==> src/rtl/fp_result_packer_if.sv <==
// Handshake and payload bundle between the adder result register, the packer and its consumer.
interface fp_result_packer_if;
  logic        in_valid;
  logic        in_ready;
  logic        s_outR;
  logic [7:0]  exp_outR;
  logic [23:0] mant_outR;
  logic        res_valid;
  logic        res_ready;
  logic [31:0] res_data;

  // Upstream/consumer side: drives the adder result and the result-ready.
  modport master (
    output in_valid, s_outR, exp_outR, mant_outR, res_ready,
    input  in_ready, res_valid, res_data
  );

  // Packer side.
  modport slave (
    input  in_valid, s_outR, exp_outR, mant_outR, res_ready,
    output in_ready, res_valid, res_data
  );
endinterface

==> src/rtl/fp_result_packer.sv <==
// Packs adder results into IEEE-754 single words and buffers them in a 2-entry FIFO.
// Optional statistics (sticky flags, pop counter) enabled by macro FP_PACK_STATS_EN.
module fp_result_packer (
  input  logic                clk,
  input  logic                rst,
  fp_result_packer_if.slave   bus,
  output logic                flag_unnorm,
  output logic                flag_ovf,
  output logic [15:0]         res_count
);

  localparam int unsigned WORD_W  = 32;
  localparam int unsigned COUNT_W = 2;

  logic [COUNT_W-1:0] count;
  logic               wr_ptr;
  logic               rd_ptr;
  logic [WORD_W-1:0]  mem [2];
  logic [WORD_W-1:0]  packed_word;
  logic               push;
  logic               pop;

  assign bus.in_ready  = (count != COUNT_W'(2));
  assign bus.res_valid = (count != COUNT_W'(0));
  assign bus.res_data  = bus.res_valid ? mem[rd_ptr] : WORD_W'(0);

  assign push = bus.in_valid && bus.in_ready;
  assign pop  = bus.res_valid && bus.res_ready;

  // Zero mantissa wins over everything and forces +0; exponent 255 collapses to infinity.
  always_comb begin
    packed_word = {bus.s_outR, bus.exp_outR, bus.mant_outR[22:0]};
    if (bus.mant_outR == 24'h0) begin
      packed_word = WORD_W'(0);
    end else if (bus.exp_outR == 8'hFF) begin
      packed_word = {bus.s_outR, 8'hFF, 23'h0};
    end
  end

  always_ff @(posedge clk) begin
    if (rst) begin
      count  <= COUNT_W'(0);
      wr_ptr <= 1'b0;
      rd_ptr <= 1'b0;
      mem[0] <= WORD_W'(0);
      mem[1] <= WORD_W'(0);
    end else begin
      if (push) begin
        mem[wr_ptr] <= packed_word;
        wr_ptr      <= ~wr_ptr;
      end
      if (pop) begin
        rd_ptr <= ~rd_ptr;
      end
      case ({push, pop})
        2'b10:   count <= count + COUNT_W'(1);
        2'b01:   count <= count - COUNT_W'(1);
        default: count <= count;
      endcase
    end
  end

`ifdef FP_PACK_STATS_EN
  always_ff @(posedge clk) begin
    if (rst) begin
      flag_unnorm <= 1'b0;
      flag_ovf    <= 1'b0;
      res_count   <= 16'h0;
    end else begin
      if (push && (bus.exp_outR == 8'hFF)) begin
        flag_ovf <= 1'b1;
      end
      if (push && (bus.mant_outR != 24'h0) && !bus.mant_outR[23]) begin
        flag_unnorm <= 1'b1;
      end
      if (pop) begin
        res_count <= res_count + 16'd1;
      end
    end
  end
`else
  assign flag_unnorm = 1'b0;
  assign flag_ovf    = 1'b0;
  assign res_count   = 16'h0;
`endif

endmodule

==> src/flat_wrapper.sv <==
// flat-port wrapper written by rule: the top's interface ports become plain ports
module fp_result_packer_flat 
  (clk, rst, flag_unnorm, flag_ovf, res_count, bus_in_valid, bus_s_outR, bus_exp_outR, bus_mant_outR, bus_res_ready, bus_in_ready, bus_res_valid, bus_res_data);
  fp_result_packer_if bus_i ();
  input  logic clk;
  input  logic rst;
  output logic flag_unnorm;
  output logic flag_ovf;
  output logic [15:0] res_count;
  input wire logic [$bits(bus_i.in_valid)-1:0] bus_in_valid;
  input wire logic [$bits(bus_i.s_outR)-1:0] bus_s_outR;
  input wire logic [$bits(bus_i.exp_outR)-1:0] bus_exp_outR;
  input wire logic [$bits(bus_i.mant_outR)-1:0] bus_mant_outR;
  input wire logic [$bits(bus_i.res_ready)-1:0] bus_res_ready;
  output wire logic [$bits(bus_i.in_ready)-1:0] bus_in_ready;
  output wire logic [$bits(bus_i.res_valid)-1:0] bus_res_valid;
  output wire logic [$bits(bus_i.res_data)-1:0] bus_res_data;
  assign bus_i.in_valid = bus_in_valid;
  assign bus_i.s_outR = bus_s_outR;
  assign bus_i.exp_outR = bus_exp_outR;
  assign bus_i.mant_outR = bus_mant_outR;
  assign bus_i.res_ready = bus_res_ready;
  assign bus_in_ready = bus_i.in_ready;
  assign bus_res_valid = bus_i.res_valid;
  assign bus_res_data = bus_i.res_data;
  fp_result_packer u_core (.clk(clk), .rst(rst), .bus(bus_i), .flag_unnorm(flag_unnorm), .flag_ovf(flag_ovf), .res_count(res_count));
endmodule
==> config.mk <==
export PLATFORM = sky130hd
export DESIGN_NAME = fp_result_packer_flat
export DESIGN_NICKNAME = d
export VERILOG_FILES = /design/src/rtl/fp_result_packer_if.sv /design/src/rtl/fp_result_packer.sv /design/src/flat_wrapper.sv
export SDC_FILE = /design/constraint.sdc
export NUM_CORES = 1
export LEC_CHECK = 0
export CAP_MARGIN = 15
export CORE_MARGIN = 10
export CORE_UTILIZATION = 35
export DETAILED_ROUTE_END_ITERATION = 6
export GPL_TIMING_DRIVEN = 1
export SETUP_SLACK_MARGIN = 0.4
export SLEW_MARGIN = 20
export SYNTH_ARGS = -nofsm -noshare
export SYNTH_HDL_FRONTEND = slang
export SYNTH_SLANG_ARGS = --single-unit
==> constraint.sdc <==
create_clock -name clk -period 4.1 [get_ports clk]
set_clock_uncertainty 0.15 [all_clocks]
set_input_delay 0.615 -clock clk [delete_from_list [all_inputs] [get_ports clk]]
set_output_delay 0.615 -clock clk [all_outputs]
set_load 0.02 [all_outputs]
Word level (Yosys, flattened, before mapping)
Memory sizes are Yosys's and may differ from the RTL's. A register that Yosys moved wholly into a read port is not among the register bits.
Index checks and enable logic that the tools add are counted.
{"block": "totals", "ram_bits": 64, "inputBits": 37, "memories": 1, "reg_bits": 4}
{"block": "classes", "n_reduce_logical": 6, "bitwise": 2, "n_eq_ne": 4, "mux": 14, "add_sub_neg": 2}
{"name": "u_core.mem", "depth": 2, "word_bits": 32, "rd": 1, "rd_clocked_by_memory_dff": 1, "write_ports": 2, "line_no": "fp_result_packer.sv:18", "rtl": "logic [WORD_W-1:0] mem [2];"}
{"op": "32-bit two-way mux", "count": 3}
{"op": "32-bit OR reduction", "count": 1}
{"op": "31-bit two-way mux", "count": 1}
{"op": "24-bit zero test", "count": 1}
{"op": "1-bit two-way mux", "count": 9}
{"op": "8-bit == test (second input constant)", "count": 1}
{"op": "2-bit case mux with 2 select lines", "count": 1}
{"op": "2-bit nonzero test", "count": 2}
{"op": "2-bit by 1-bit adder with 2-bit output (second input constant)", "count": 1}
{"op": "2-bit by 1-bit == test with 1-bit output (second input constant)", "count": 1}
{"op": "2-bit == test (second input constant)", "count": 1}
{"op": "1-bit logical AND", "count": 2}
{"op": "2-bit != test (second input constant)", "count": 1}
{"op": "1-bit inverter", "count": 2}
{"op": "2-bit by 1-bit subtractor with 2-bit output (second input constant)", "count": 1}

Depth between registers and ports, before layout
{"block": "depth", "ltp_word": 7, "mapped_depth": 7, "mapped_depth_nobuf": 6}

Least setup slack after synthesis
OpenSTA, ideal clock, no wires.
{"block": "synth_timing", "path_type": "input port to flip-flop", "startpoint": "in rst", "endpoint": "mem u_core.mem[1][0] (enable)", "cell_stages": 3, "t_required_ns": 3.556, "arrival_ns": 1.748, "setup_time_ns": 0.394, "path_slack_ns": 1.808, "path_cell_list": "buf_1 nand4b_4 nand2b_1"}
{"item": "start: declaration", "line_no": "flat_wrapper.sv:6", "rtl": "input logic rst;"}
{"item": "end: declaration", "line_no": "fp_result_packer.sv:18"}

==> out/metrics.csv <==
metric;value;unit
outcome;finished, final reports clean;
post-synthesis mux area share;8.77;%
total CTS buffers;9;
PD cells;512;nW/µm²
setup TNS;0;ps
vias in the first global route;2435;
CTS root buf;clkbuf_8;
Chip Height;122;µm
1st-pass router iterations;4;
Final nets;383;
CP Class;flop to output pin;
final wirelength;7940;µm
total number of vias;2270;
Final Max Tran Viols;0;
worst path bufs/invs;2;
via/cell ratio;4.69;
global placer's final weighted congestion;0.718;
post-layout util;44.0;%
largest net degree at the start of global routing;47;
num ports;89;
Max Cap Viol;0;
post-synthesis area per instance;13.0;µm²
FF+latch count, synth;69;
Tmin final;3120;ps
Top FF cell, synth;edfxtp_1;
GR Overflow Total;0;
Yosys cell types;35;
Core Footprint;10200;µm²
CP max FO;25;
antenna viol nets, final;0;
Synth Area in XOR/XNOR;0.719;%
FMAX;320;MHz
post_cts resized;0;
gr usage total;10.7;%
worst r2r path cells;4;
Critical Path Stages;4;
HPWL Detailed;5540;µm
Seq pwr share;42.6;%
leakage power;0.00157;µW
IO buf count;70;
# clock sinks;69;
global-route wire length before repair;12700;µm
std cell rows;37;
Fin. Hold Viols;0;
die area;14900;µm²
initial antenna violation count;0;
Final Total Pwr;2300;µW
Ys Warns;0;
kind of end point of the critical path;output pin;
most frequent cells in the layout;clkdlybuf4s50_1, edfxtp_1, nor2_1;
Starting Density;35.7;%
Max stage delay on crit path;870;ps
hold buffers post-CTS;0;
final worst slack;979;ps
worst hold path type;flop to flop;
Comb power frac;38.5;%
post-CTS setup buffer count;0;
unrepaired setup endpoints after global routing;no;
drt wl/cell;16.4;µm
worst skew pair latency;320;ps
simple-gate share of the synthesized area;20.7;%
Synth Area in Compound Gates;5.07;%
CTS tree;done;
crit-path cells;buf_4, mux2i_1, nor2_1, clkdlybuf4s50_1;
crit start category;flop;
Area Growth Syn to Fin;23.2;%
Crit-path slowest cell;dfxtp_2;
Post-synth EDFFs;64;
cell area after synthesis;3650;µm²
hold path depth;2;
period utilization;76.1;%
fillers;968;
CTS H-tree depth;3;
CP Data Required Time;3340;ps
Async SR Flop Fraction;0;%
commonest non-fill, non-tap cell in the layout;clkdlybuf4s50_1;
switching power;800;µW
layout cells sized above 1;14.7;%
Max Root-Sink Buffers;2;
Int Power;1500;µW
main combinational cell family by area after synthesis;simple AND/OR/NAND/NOR gates;
Post-Synth Adder-Cell Area;0.342;%
Iteration-0 DRC Markers;119;
switch share;34.7;%
max_slew headroom;44.6;%
Die W;122;µm
n_diodes;0;
worst slack at placement;1140;ps
Worst-path clk slew;60;ps
Seq/Total Area, Yosys;55.3;%
Clk pwr share;18.8;%
maximum VDD drop;0.338;mV
DRC violations left;0;
Slew @ Worst Pin;831;ps
Setup violations, final;0;
delay-heaviest family, CP;buffers and inverters;
Cells after Synth;282;
Worst EP arrival;2360;ps
-- cells by family (layout without fill, tap and decap cells) --
group,count (synthesis),after routing
AO/OA/AOI/OAI,23,23
other,1,18
adder cells (fa/ha/maj),1,1
flip-flops,69,69
multiplexers,32,32
buffers and inverters,52,101
XOR/XNOR,3,3
AND/OR/NAND/NOR,101,101
-- flip-flops by register name (all words and copies together) (netlist names), named ones only --
signal         count
u_core.wr_ptr      1
u_core.count       2
u_core.rd_ptr      1
u_core.mem        64
-- through the flow --
step / hold slack, ps / instances / instance area, µm²
final: 377 / 484 / 4500
after global placement: 350 / 470 / 4360
after global routing: 402 / 484 / 4500
after floorplan: 322 / 299 / 3720
after detailed placement: 364 / 470 / 4360
after CTS: 380 / 484 / 4500
-- area by class of cell --
type                            count  area (µm²)  area share (%)
Multi-Input combinational cell    178        1380            30.6
Clock inverter                      4        17.5           0.389
Tap cell                          136         170            3.78
Inverter                           11        41.3           0.917
Clock buffer                       10         128            2.83
Sequential cell                    69        2020            44.9
Timing Repair Buffer               76         746            16.6
-- synth_stat cells, types with 2 or more instances --
| cell | number | share of area [%] |
|---|---|---|
| edfxtp_1 | 64 | 53 |
| nor2_1 | 36 | 3.7 |
| mux2i_1 | 32 | 8.8 |
| nor3b_1 | 25 | 5.1 |
| nor3b_2 | 21 | 7.2 |
| buf_4 | 18 | 3.7 |
| a211oi_1 | 14 | 2.9 |
| buf_2 | 11 | 1.5 |
| inv_1 | 11 | 1.1 |
| buf_6 | 5 | 1.5 |
| dfxtp_1 | 5 | 2.7 |
| a211oi_2 | 4 | 1.4 |
| clkbuf_1 | 4 | 0.41 |
| nor4_1 | 4 | 0.68 |
| nand2b_1 | 3 | 0.51 |
| a21oi_1 | 2 | 0.27 |
| nand4_1 | 2 | 0.34 |
| o21ai_0 | 2 | 0.27 |
| or4_4 | 2 | 0.62 |
| xor2_1 | 2 | 0.48 |
-- layer usage --
metal,vias to the layer above,GRT usage (%),wire length (µm)
li1,1115,-,-
met1,1093,13.1,3390
met3,5,3.38,545
met4,0,3.76,68
met5,-,0,0
met2,57,17.3,3930
-- power by group through the flow --
stage / Clock (µW) / Combinational (µW) / Sequential, µW
floorplan: 0 / 610 / 935
global placement: 0 / 900 / 998
detailed placement: 0 / 909 / 1000
CTS: 442 / 912 / 986
global route: 476 / 974 / 998
finish: 434 / 887 / 983
-- worst register-to-register path, stage by stage (launching register included) --
cell and delay [ps]:
dfxtp_1 430, nand2b_1 320, nand4bb_2 650, buf_4 480, nor3b_1 190
-- path summary, 6_finish.rpt --
check                                     from                         endpoint  slack (ps)
setup reg to reg  u_core.count[0]$_SDFFE_PP0P_  u_core.mem[0][10]$_SDFFCE_PN0P_        1720
setup / recovery                          flop                  bus_res_data[1]         980
hold / removal      u_core.rd_ptr$_SDFFE_PP0P_                             flop         380
hold reg to reg     u_core.rd_ptr$_SDFFE_PP0P_                             flop         380
No activity file was read; power rests on OpenSTA's default activity.
